File: config.mk
export PLATFORM = sky130hd
export DESIGN_NAME = uart_param_flat
export DESIGN_NICKNAME = d
export VERILOG_FILES = /design/src/rtl/uart_param_if.sv /design/src/rtl/uart_param.sv /design/src/flat_wrapper.sv
export SDC_FILE = /design/constraint.sdc
export NUM_CORES = 1
export LEC_CHECK = 0
export CORE_MARGIN = 5
export CORE_UTILIZATION = 58
export CTS_CLUSTER_SIZE = 40
export DETAILED_ROUTE_END_ITERATION = 12
export GPL_TIMING_DRIVEN = 0
export MAX_ROUTING_LAYER = met4
export PLACE_DENSITY = 0.83
export SETUP_SLACK_MARGIN = 0.3
export SYNTH_ARGS = -nofsm -noshare
export SYNTH_HDL_FRONTEND = slang
export SYNTH_SLANG_ARGS = --single-unit
File: constraint.sdc
create_clock -name clk -period 2.8 [get_ports clk]
set_input_delay 0.56 -clock clk [delete_from_list [all_inputs] [get_ports clk]]
set_output_delay 0.56 -clock clk [all_outputs]
set_load 0.01 [all_outputs]
File: src/rtl/uart_param_if.sv
// uart_param_if: serial pins plus the byte-stream handshake of uart_param.
//   master : the user side (drives rx line, enables, tx requests; sees rx results, tx line/status)
//   slave  : the UART itself
// Ports carried: rx, rxEn, rxData, rxValid, rxBusy, rxFrameErr, rxParityErr,
//                tx, txEn, txStart, txData, txDone, txBusy.
interface uart_param_if #(parameter int DATA_BITS = 8);
  logic                 rx;
  logic                 rxEn;
  logic [DATA_BITS-1:0] rxData;
  logic                 rxValid;
  logic                 rxBusy;
  logic                 rxFrameErr;
  logic                 rxParityErr;
  logic                 tx;
  logic                 txEn;
  logic                 txStart;
  logic [DATA_BITS-1:0] txData;
  logic                 txDone;
  logic                 txBusy;

  modport master (
    output rx, rxEn, txEn, txStart, txData,
    input  rxData, rxValid, rxBusy, rxFrameErr, rxParityErr, tx, txDone, txBusy
  );

  modport slave (
    input  rx, rxEn, txEn, txStart, txData,
    output rxData, rxValid, rxBusy, rxFrameErr, rxParityErr, tx, txDone, txBusy
  );
endinterface

File: src/rtl/uart_param.sv
// uart_param: single-clock UART with parameterised frame format
// (DATA_BITS data, optional odd/even parity, STOP_BITS stop bits).
// Bit timing is derived from cycle counters: BIT_CLKS = CLOCK_RATE/BAUD_RATE.
// Ports:
//   clk  - system clock, rising edge
//   rstN - synchronous active-low reset
//   bus  - uart_param_if.slave (serial pins, rx results, tx request/status)
module uart_param #(
  parameter int CLOCK_RATE = 50000000,
  parameter int BAUD_RATE  = 9600,
  parameter int DATA_BITS  = 8,
  parameter int PARITY     = 0,   // 0 none, 1 odd, 2 even
  parameter int STOP_BITS  = 1
) (
  input  logic         clk,
  input  logic         rstN,
  uart_param_if.slave  bus
);
  localparam int BIT_CLKS = CLOCK_RATE / BAUD_RATE;
  localparam int CW       = $clog2(BIT_CLKS);
  localparam logic [CW-1:0] TICK      = CW'(BIT_CLKS - 1);
  localparam logic [CW-1:0] HALF_M1   = CW'(BIT_CLKS / 2 - 1);
  localparam logic [3:0]    LAST_BIT  = 4'(DATA_BITS - 1);
  localparam logic          LAST_STOP = 1'(STOP_BITS - 1);

  typedef enum logic [2:0] {S_IDLE, S_START, S_DATA, S_PARITY, S_STOP} state_e;

  // ---------------- receiver ----------------
  logic                 rx_meta_q, rxS_q, rxS_prev_q;
  state_e               rx_state_q, rx_state_d;
  logic [CW-1:0]        rx_cnt_q, rx_cnt_d;
  logic [3:0]           rx_bit_q, rx_bit_d;
  logic [DATA_BITS-1:0] rx_sh_q, rx_sh_d, rx_data_q, rx_data_d;
  logic                 rx_par_q, rx_par_d;       // running XOR of data bits
  logic                 rx_perr_q, rx_perr_d;     // parity result held until stop
  logic                 rx_ferr_q, rx_ferr_d, rx_perr_o_q, rx_perr_o_d;
  logic                 rx_valid_q, rx_valid_d;
  logic                 rx_tick;

  assign rx_tick = (rx_cnt_q == TICK);

  always_comb begin
    rx_state_d  = rx_state_q;
    rx_cnt_d    = rx_cnt_q;
    rx_bit_d    = rx_bit_q;
    rx_sh_d     = rx_sh_q;
    rx_par_d    = rx_par_q;
    rx_perr_d   = rx_perr_q;
    rx_data_d   = rx_data_q;
    rx_ferr_d   = rx_ferr_q;
    rx_perr_o_d = rx_perr_o_q;
    rx_valid_d  = 1'b0;
    case (rx_state_q)
      S_IDLE: if (bus.rxEn && rxS_prev_q && !rxS_q) begin
        rx_state_d = S_START;
        rx_cnt_d   = '0;
        rx_bit_d   = '0;
        rx_par_d   = 1'b0;
        rx_perr_d  = 1'b0;
      end
      // Mid-bit check of the start bit; a high line here was a glitch.
      S_START: if (rx_cnt_q == HALF_M1) begin
        rx_cnt_d   = '0;
        rx_state_d = rxS_q ? S_IDLE : S_DATA;
      end else rx_cnt_d = rx_cnt_q + CW'(1);
      S_DATA: if (rx_tick) begin
        rx_cnt_d = '0;
        rx_sh_d  = {rxS_q, rx_sh_q[DATA_BITS-1:1]};  // LSB arrives first
        rx_par_d = rx_par_q ^ rxS_q;
        rx_bit_d = rx_bit_q + 4'd1;
        if (rx_bit_q == LAST_BIT) rx_state_d = (PARITY != 0) ? S_PARITY : S_STOP;
      end else rx_cnt_d = rx_cnt_q + CW'(1);
      S_PARITY: if (rx_tick) begin
        rx_cnt_d   = '0;
        rx_perr_d  = (PARITY == 1) ? ~(rx_par_q ^ rxS_q) : (rx_par_q ^ rxS_q);
        rx_state_d = S_STOP;
      end else rx_cnt_d = rx_cnt_q + CW'(1);
      S_STOP: if (rx_tick) begin
        rx_cnt_d    = '0;
        rx_state_d  = S_IDLE;
        rx_data_d   = rx_sh_q;
        rx_ferr_d   = ~rxS_q;
        rx_perr_o_d = rx_perr_q;
        rx_valid_d  = 1'b1;
      end else rx_cnt_d = rx_cnt_q + CW'(1);
      default: rx_state_d = S_IDLE;
    endcase
    // Disabling drops the frame without touching the published result.
    if (!bus.rxEn) begin
      rx_state_d  = S_IDLE;
      rx_cnt_d    = '0;
      rx_data_d   = rx_data_q;
      rx_ferr_d   = rx_ferr_q;
      rx_perr_o_d = rx_perr_o_q;
      rx_valid_d  = 1'b0;
    end
  end

  always_ff @(posedge clk) begin
    if (!rstN) begin
      rx_meta_q   <= 1'b1;  // idle-high so reset release is not seen as a start edge
      rxS_q       <= 1'b1;
      rxS_prev_q  <= 1'b1;
      rx_state_q  <= S_IDLE;
      rx_cnt_q    <= '0;
      rx_bit_q    <= '0;
      rx_sh_q     <= '0;
      rx_par_q    <= 1'b0;
      rx_perr_q   <= 1'b0;
      rx_data_q   <= '0;
      rx_ferr_q   <= 1'b0;
      rx_perr_o_q <= 1'b0;
      rx_valid_q  <= 1'b0;
    end else begin
      rx_meta_q   <= bus.rx;
      rxS_q       <= rx_meta_q;
      rxS_prev_q  <= rxS_q;
      rx_state_q  <= rx_state_d;
      rx_cnt_q    <= rx_cnt_d;
      rx_bit_q    <= rx_bit_d;
      rx_sh_q     <= rx_sh_d;
      rx_par_q    <= rx_par_d;
      rx_perr_q   <= rx_perr_d;
      rx_data_q   <= rx_data_d;
      rx_ferr_q   <= rx_ferr_d;
      rx_perr_o_q <= rx_perr_o_d;
      rx_valid_q  <= rx_valid_d;
    end
  end

  assign bus.rxData      = rx_data_q;
  assign bus.rxValid     = rx_valid_q;
  assign bus.rxBusy      = (rx_state_q != S_IDLE);
  assign bus.rxFrameErr  = rx_ferr_q;
  assign bus.rxParityErr = rx_perr_o_q;

  // ---------------- transmitter ----------------
  state_e               tx_state_q, tx_state_d;
  logic [CW-1:0]        tx_cnt_q, tx_cnt_d;
  logic [3:0]           tx_bit_q, tx_bit_d;
  logic [DATA_BITS-1:0] tx_sh_q, tx_sh_d;
  logic                 tx_par_q, tx_par_d;   // parity bit to send
  logic                 tx_stop_q, tx_stop_d;
  logic                 tx_q, tx_d;
  logic                 tx_tick;

  assign tx_tick = (tx_cnt_q == TICK);

  // tx_q holds the current line level; it only changes on bit boundaries.
  always_comb begin
    tx_state_d = tx_state_q;
    tx_cnt_d   = tx_cnt_q;
    tx_bit_d   = tx_bit_q;
    tx_sh_d    = tx_sh_q;
    tx_par_d   = tx_par_q;
    tx_stop_d  = tx_stop_q;
    tx_d       = tx_q;
    case (tx_state_q)
      S_IDLE: begin
        tx_d = 1'b1;
        if (bus.txStart && bus.txEn) begin
          tx_state_d = S_START;
          tx_cnt_d   = '0;
          tx_bit_d   = '0;
          tx_stop_d  = 1'b0;
          tx_sh_d    = bus.txData;
          tx_par_d   = (PARITY == 1) ? ~(^bus.txData) : ^bus.txData;
          tx_d       = 1'b0;
        end
      end
      S_START: if (tx_tick) begin
        tx_cnt_d   = '0;
        tx_state_d = S_DATA;
        tx_d       = tx_sh_q[0];
      end else tx_cnt_d = tx_cnt_q + CW'(1);
      S_DATA: if (tx_tick) begin
        tx_cnt_d = '0;
        tx_bit_d = tx_bit_q + 4'd1;
        tx_sh_d  = {1'b0, tx_sh_q[DATA_BITS-1:1]};
        if (tx_bit_q == LAST_BIT) begin
          if (PARITY != 0) begin
            tx_state_d = S_PARITY;
            tx_d       = tx_par_q;
          end else begin
            tx_state_d = S_STOP;
            tx_d       = 1'b1;
          end
        end else tx_d = tx_sh_q[1];
      end else tx_cnt_d = tx_cnt_q + CW'(1);
      S_PARITY: if (tx_tick) begin
        tx_cnt_d   = '0;
        tx_state_d = S_STOP;
        tx_d       = 1'b1;
      end else tx_cnt_d = tx_cnt_q + CW'(1);
      S_STOP: if (tx_tick) begin
        tx_cnt_d = '0;
        if (tx_stop_q == LAST_STOP) tx_state_d = S_IDLE;
        else tx_stop_d = 1'b1;
        tx_d = 1'b1;
      end else tx_cnt_d = tx_cnt_q + CW'(1);
      default: tx_state_d = S_IDLE;
    endcase
  end

  always_ff @(posedge clk) begin
    if (!rstN) begin
      tx_state_q <= S_IDLE;
      tx_cnt_q   <= '0;
      tx_bit_q   <= '0;
      tx_sh_q    <= '0;
      tx_par_q   <= 1'b0;
      tx_stop_q  <= 1'b0;
      tx_q       <= 1'b1;
    end else begin
      tx_state_q <= tx_state_d;
      tx_cnt_q   <= tx_cnt_d;
      tx_bit_q   <= tx_bit_d;
      tx_sh_q    <= tx_sh_d;
      tx_par_q   <= tx_par_d;
      tx_stop_q  <= tx_stop_d;
      tx_q       <= tx_d;
    end
  end

  assign bus.tx     = tx_q;
  assign bus.txBusy = (tx_state_q != S_IDLE);
  assign bus.txDone = (tx_state_q == S_STOP) && tx_tick && (tx_stop_q == LAST_STOP);
endmodule

File: src/flat_wrapper.sv
// flat-port wrapper written by rule: the top's interface ports become plain ports
module uart_param_flat 
#(
  parameter int CLOCK_RATE = 50000000,
  parameter int BAUD_RATE  = 9600,
  parameter int DATA_BITS  = 8,
  parameter int PARITY     = 0,                           
  parameter int STOP_BITS  = 1
)
  (clk, rstN, bus_rx, bus_rxEn, bus_txEn, bus_txStart, bus_txData, bus_rxData, bus_rxValid, bus_rxBusy, bus_rxFrameErr, bus_rxParityErr, bus_tx, bus_txDone, bus_txBusy);
  uart_param_if #(.DATA_BITS(DATA_BITS)) bus_i ();
  input  logic clk;
  input  logic rstN;
  input wire logic [$bits(bus_i.rx)-1:0] bus_rx;
  input wire logic [$bits(bus_i.rxEn)-1:0] bus_rxEn;
  input wire logic [$bits(bus_i.txEn)-1:0] bus_txEn;
  input wire logic [$bits(bus_i.txStart)-1:0] bus_txStart;
  input wire logic [$bits(bus_i.txData)-1:0] bus_txData;
  output wire logic [$bits(bus_i.rxData)-1:0] bus_rxData;
  output wire logic [$bits(bus_i.rxValid)-1:0] bus_rxValid;
  output wire logic [$bits(bus_i.rxBusy)-1:0] bus_rxBusy;
  output wire logic [$bits(bus_i.rxFrameErr)-1:0] bus_rxFrameErr;
  output wire logic [$bits(bus_i.rxParityErr)-1:0] bus_rxParityErr;
  output wire logic [$bits(bus_i.tx)-1:0] bus_tx;
  output wire logic [$bits(bus_i.txDone)-1:0] bus_txDone;
  output wire logic [$bits(bus_i.txBusy)-1:0] bus_txBusy;
  assign bus_i.rx = bus_rx;
  assign bus_i.rxEn = bus_rxEn;
  assign bus_i.txEn = bus_txEn;
  assign bus_i.txStart = bus_txStart;
  assign bus_i.txData = bus_txData;
  assign bus_rxData = bus_i.rxData;
  assign bus_rxValid = bus_i.rxValid;
  assign bus_rxBusy = bus_i.rxBusy;
  assign bus_rxFrameErr = bus_i.rxFrameErr;
  assign bus_rxParityErr = bus_i.rxParityErr;
  assign bus_tx = bus_i.tx;
  assign bus_txDone = bus_i.txDone;
  assign bus_txBusy = bus_i.txBusy;
  uart_param #(.CLOCK_RATE(CLOCK_RATE), .BAUD_RATE(BAUD_RATE), .DATA_BITS(DATA_BITS), .PARITY(PARITY), .STOP_BITS(STOP_BITS)) u_core (.clk(clk), .rstN(rstN), .bus(bus_i));
endmodule
==> metrics.md <==
| Metric | Value |
|---|---|
| Wire length per cell | 15.4 um |
| Cts bufs inserted | 9 |
| Worst skew pair latency | about 0.36 ns |
| CTS tree | yes |
| Async set or reset register ratio after synthesis | 0 |
| Pwr/cell area | 484 nW/um^2 |
| GRT Total Usage | 0.243 |
| Chip Width | 88.6 um |
| # port buffers | 27 |
| RSZ-0062 raised after global routing | false |
| Leak | about 1.5 nW |
| Routed wl met2 | ~4200 um |
| Antenna violations before repair | 0 |
| Routed length on met3 | ~400 um |
| Most frequent cell after synthesis | dfxtp_1 |
| H-tree Lvls | 3 |
| Peak supply drop | between 0.4 and 0.5 mV |
| Top achievable clock speed | 416 MHz |
| Die H | between 80 and 90 um |
| Total grt overflow | 0 |
| Rows | 28 |
| Top FF cell, synth | dfxtp_1 |
| CTS Hold Bufs | 0 |
| Max_cap viols | 0 |
| Number of synthesized flops with an enable pin | 0 |
| Ranking of synthesized cells by area | dfxtp_1 (41%), mux2i_1 (5.6%), nor2_1 (5.6%) |
| Core area | 5960 um^2 |
| Critical Path End Type | flop |
| Nets | 483 |
| Yosys top cell area share | 0.408 |
| Syn-to-layout area delta | 21.0% |
| Fin crit share | 0.859 |
| Final Hold Vio Count | 0 |
| Register area share after synthesis | 0.408 |
| Final antenna-violating net count | 0 |
| DRT met1 WL | between 3000 and 4000 um |
| Root Buffer | clkbuf_8 |
| # IOs | 29 |
| DR vias/cell | between 6 and 7 |
| Top cells by count, synth | dfxtp_1 (73), nor2_1 (53), nand2_1 (43) |
| Measured slew at the worst slew-check pin | ~1 ns |
| Area leader, netlist | dfxtp_1 |
| Slew Limit Fails | 0 |
| Flop-to-flop setup slack | 0.39 ns |
| Clock buffer depth | 2 |
| Setup_tns | 0 ns |
| Initial DRC Count | 220 |
| Net count after synthesis | roughly 440 |
| Power, Total | between 2 and 2.5 mW |
| Final setup fails | 0 |
| Share of layout cells above drive strength 1 | 0.106 |
| Worst relative slew slack | 0.316 |
| Crit Path Category | reg -> reg |
| Post-synthesis cell count | between 400 and 500 |
| First-pass GRT wire length | 14800 um |
| Highest routing layer actually used | met4 |
| Clk_skew | around 0.012 ns |
| Global placer's final weighted congestion | ~0.93 |
| Syn_area_per_cell | 8.54 um^2 |
| ANT cells | 0 |
| Vias | between 3000 and 4000 |
| Post-DP HPWL | approximately 5500 um |
| Worst Hold Class | reg -> reg |
| Drt drc | 0 |
| Status | completed |
| Routed wire length | 8390 um |
| Initial Util | 0.601 |
| Synth cell types | just under 60 |
| Pre-antenna DRT Iters | 5 |
| Pin count of the biggest net entering global routing | 13 |
| Fin crit period | 2.41 ns |
| Critical path startpoint category | flop |
| Die area | approximately 7800 um^2 |
| Vias in the first global route | 3311 |
| CP Data Arrival Time | around 2.7 ns |
| TritonCTS Sinks | 73 |
| Ys Warns | 0 |
| Clock transition at path regs | around 0.080 ns |
| Synthesized area | approximately 3600 um^2 |
| #FFs+latches synth | 73 |
| Crit path required time | 3.05 ns |
| CP Max Fanout | 7 |
[kinds of logic after synthesis]
kind of cell             after synthesis  share of synthesized area
AO/OA/AOI/OAI                         76                      0.147
XOR/XNOR                              15                     0.0367
adder cells (fa/ha/maj)                5                     0.0168
buffers and inverters                 29                     0.0336
flip-flops                            73                      0.408
multiplexers                          20                     0.0559
AND/OR/NAND/NOR                      201                      0.301
[final cells by class]
| class | count | area, um^2 |
|---|---|---|
| Tap cell | 75 | 93.8 |
| Buffer | 24 | 106 |
| Timing Repair Buffer | 35 | 332 |
| Clock buffer | 11 | 141 |
| Sequential cell | 73 | 1460 |
| Inverter | 5 | 18.8 |
| Multi-Input combinational cell | 317 | 2100 |
| Clock inverter | 5 | 78.8 |
| Fill cell | 461 | 1620 |
[final timing paths]
check | startpoint | end | cells past startpoint
setup / recovery | u_core.rx_cnt_q[5] | u_core.bus.rxData[4] | 8
hold / removal | u_core.rx_meta_q | u_core.rxS_q | 1
setup reg to reg | u_core.rx_cnt_q[5] | u_core.bus.rxData[4] | 8
hold reg to reg | u_core.rx_meta_q | u_core.rxS_q | 1
[metal layers]
| layer | vias up | global-route usage |
|---|---|---|
| met4 | 0 | 0.0838 |
| met5 | - | - |
| met3 | 16 | 0.0689 |
| li1 | 1599 | - |
| met1 | 1587 | 0.284 |
| met2 | 93 | 0.402 |
[repair_timing]
action,CTS,global route
endpoints found under the hold margin,0,0
gates cloned,0,1
gates resized for setup,16,7
buffers inserted,4,3
pin swaps,4,1
setup endpoints to repair,8,16
[per-stage QoR]
| stage | worst slack, ns | hold slack (ns) | util | std cells | cell area, um^2 |
|---|---|---|---|---|---|
| after floorplan | 0.697 | 0.386 | - | 419 | 3580 |
| after global placement | 0.0652 | 0.389 | 0.662 | 521 | 3940 |
| after detailed placement | 0.0710 | 0.417 | 0.662 | 521 | 3940 |
| after CTS | 0.334 | 0.441 | 0.717 | 541 | 4270 |
| after global routing | 0.313 | 0.467 | 0.727 | 545 | 4330 |
| final | 0.394 | 0.435 | 0.727 | 545 | 4330 |
[cell usage in the layout, fill, tap and decap left out, drive strengths merged, types with 14 or more instances in the layout]
master and n:
nand2 43, dfxtp 73, nand3 15, nor3 16, nor2b 15, clkbuf 29, a21oi 15, nor2 53
clkdlybuf4s50 25, buf 14, mux2i 20
[critical path, stage by stage, from the launching register on]
cell,delay [ns]
dfxtp_1,0.37
or4b_4,0.57
or3_1,0.33
buf_2,0.19
nor4_4,0.35
buf_4,0.18
buf_4,0.10
mux2i_1,0.17
nor2b_1,0.06
[state kept, by name, summed over array words and instances (netlist names)]
register	cells
u_core.rxS_q	1
u_core.rx_meta_q	1
u_core.bus.rxFrameErr	1
u_core.rx_par_q	1
u_core.tx_sh_q	8
u_core.rx_cnt_q	13
u_core.bus.tx	1
u_core.tx_bit_q	4
u_core.bus.rxParityErr	1
u_core.bus.rxData	8
u_core.tx_cnt_q	13
u_core.rxS_prev_q	1
u_core.bus.rxValid	1
u_core.rx_perr_q	1
u_core.rx_sh_q	8
u_core.rx_state_q	3
u_core.rx_bit_q	4
u_core.tx_state_q	3
[where the power goes]
group	switching [mW]	total, mW	internal (mW)
Clock	0.392	0.917	0.525
Combinational	0.0673	0.119	0.0521
Sequential	0.00789	1.06	1.05
(Power assumes the default switching activity.)
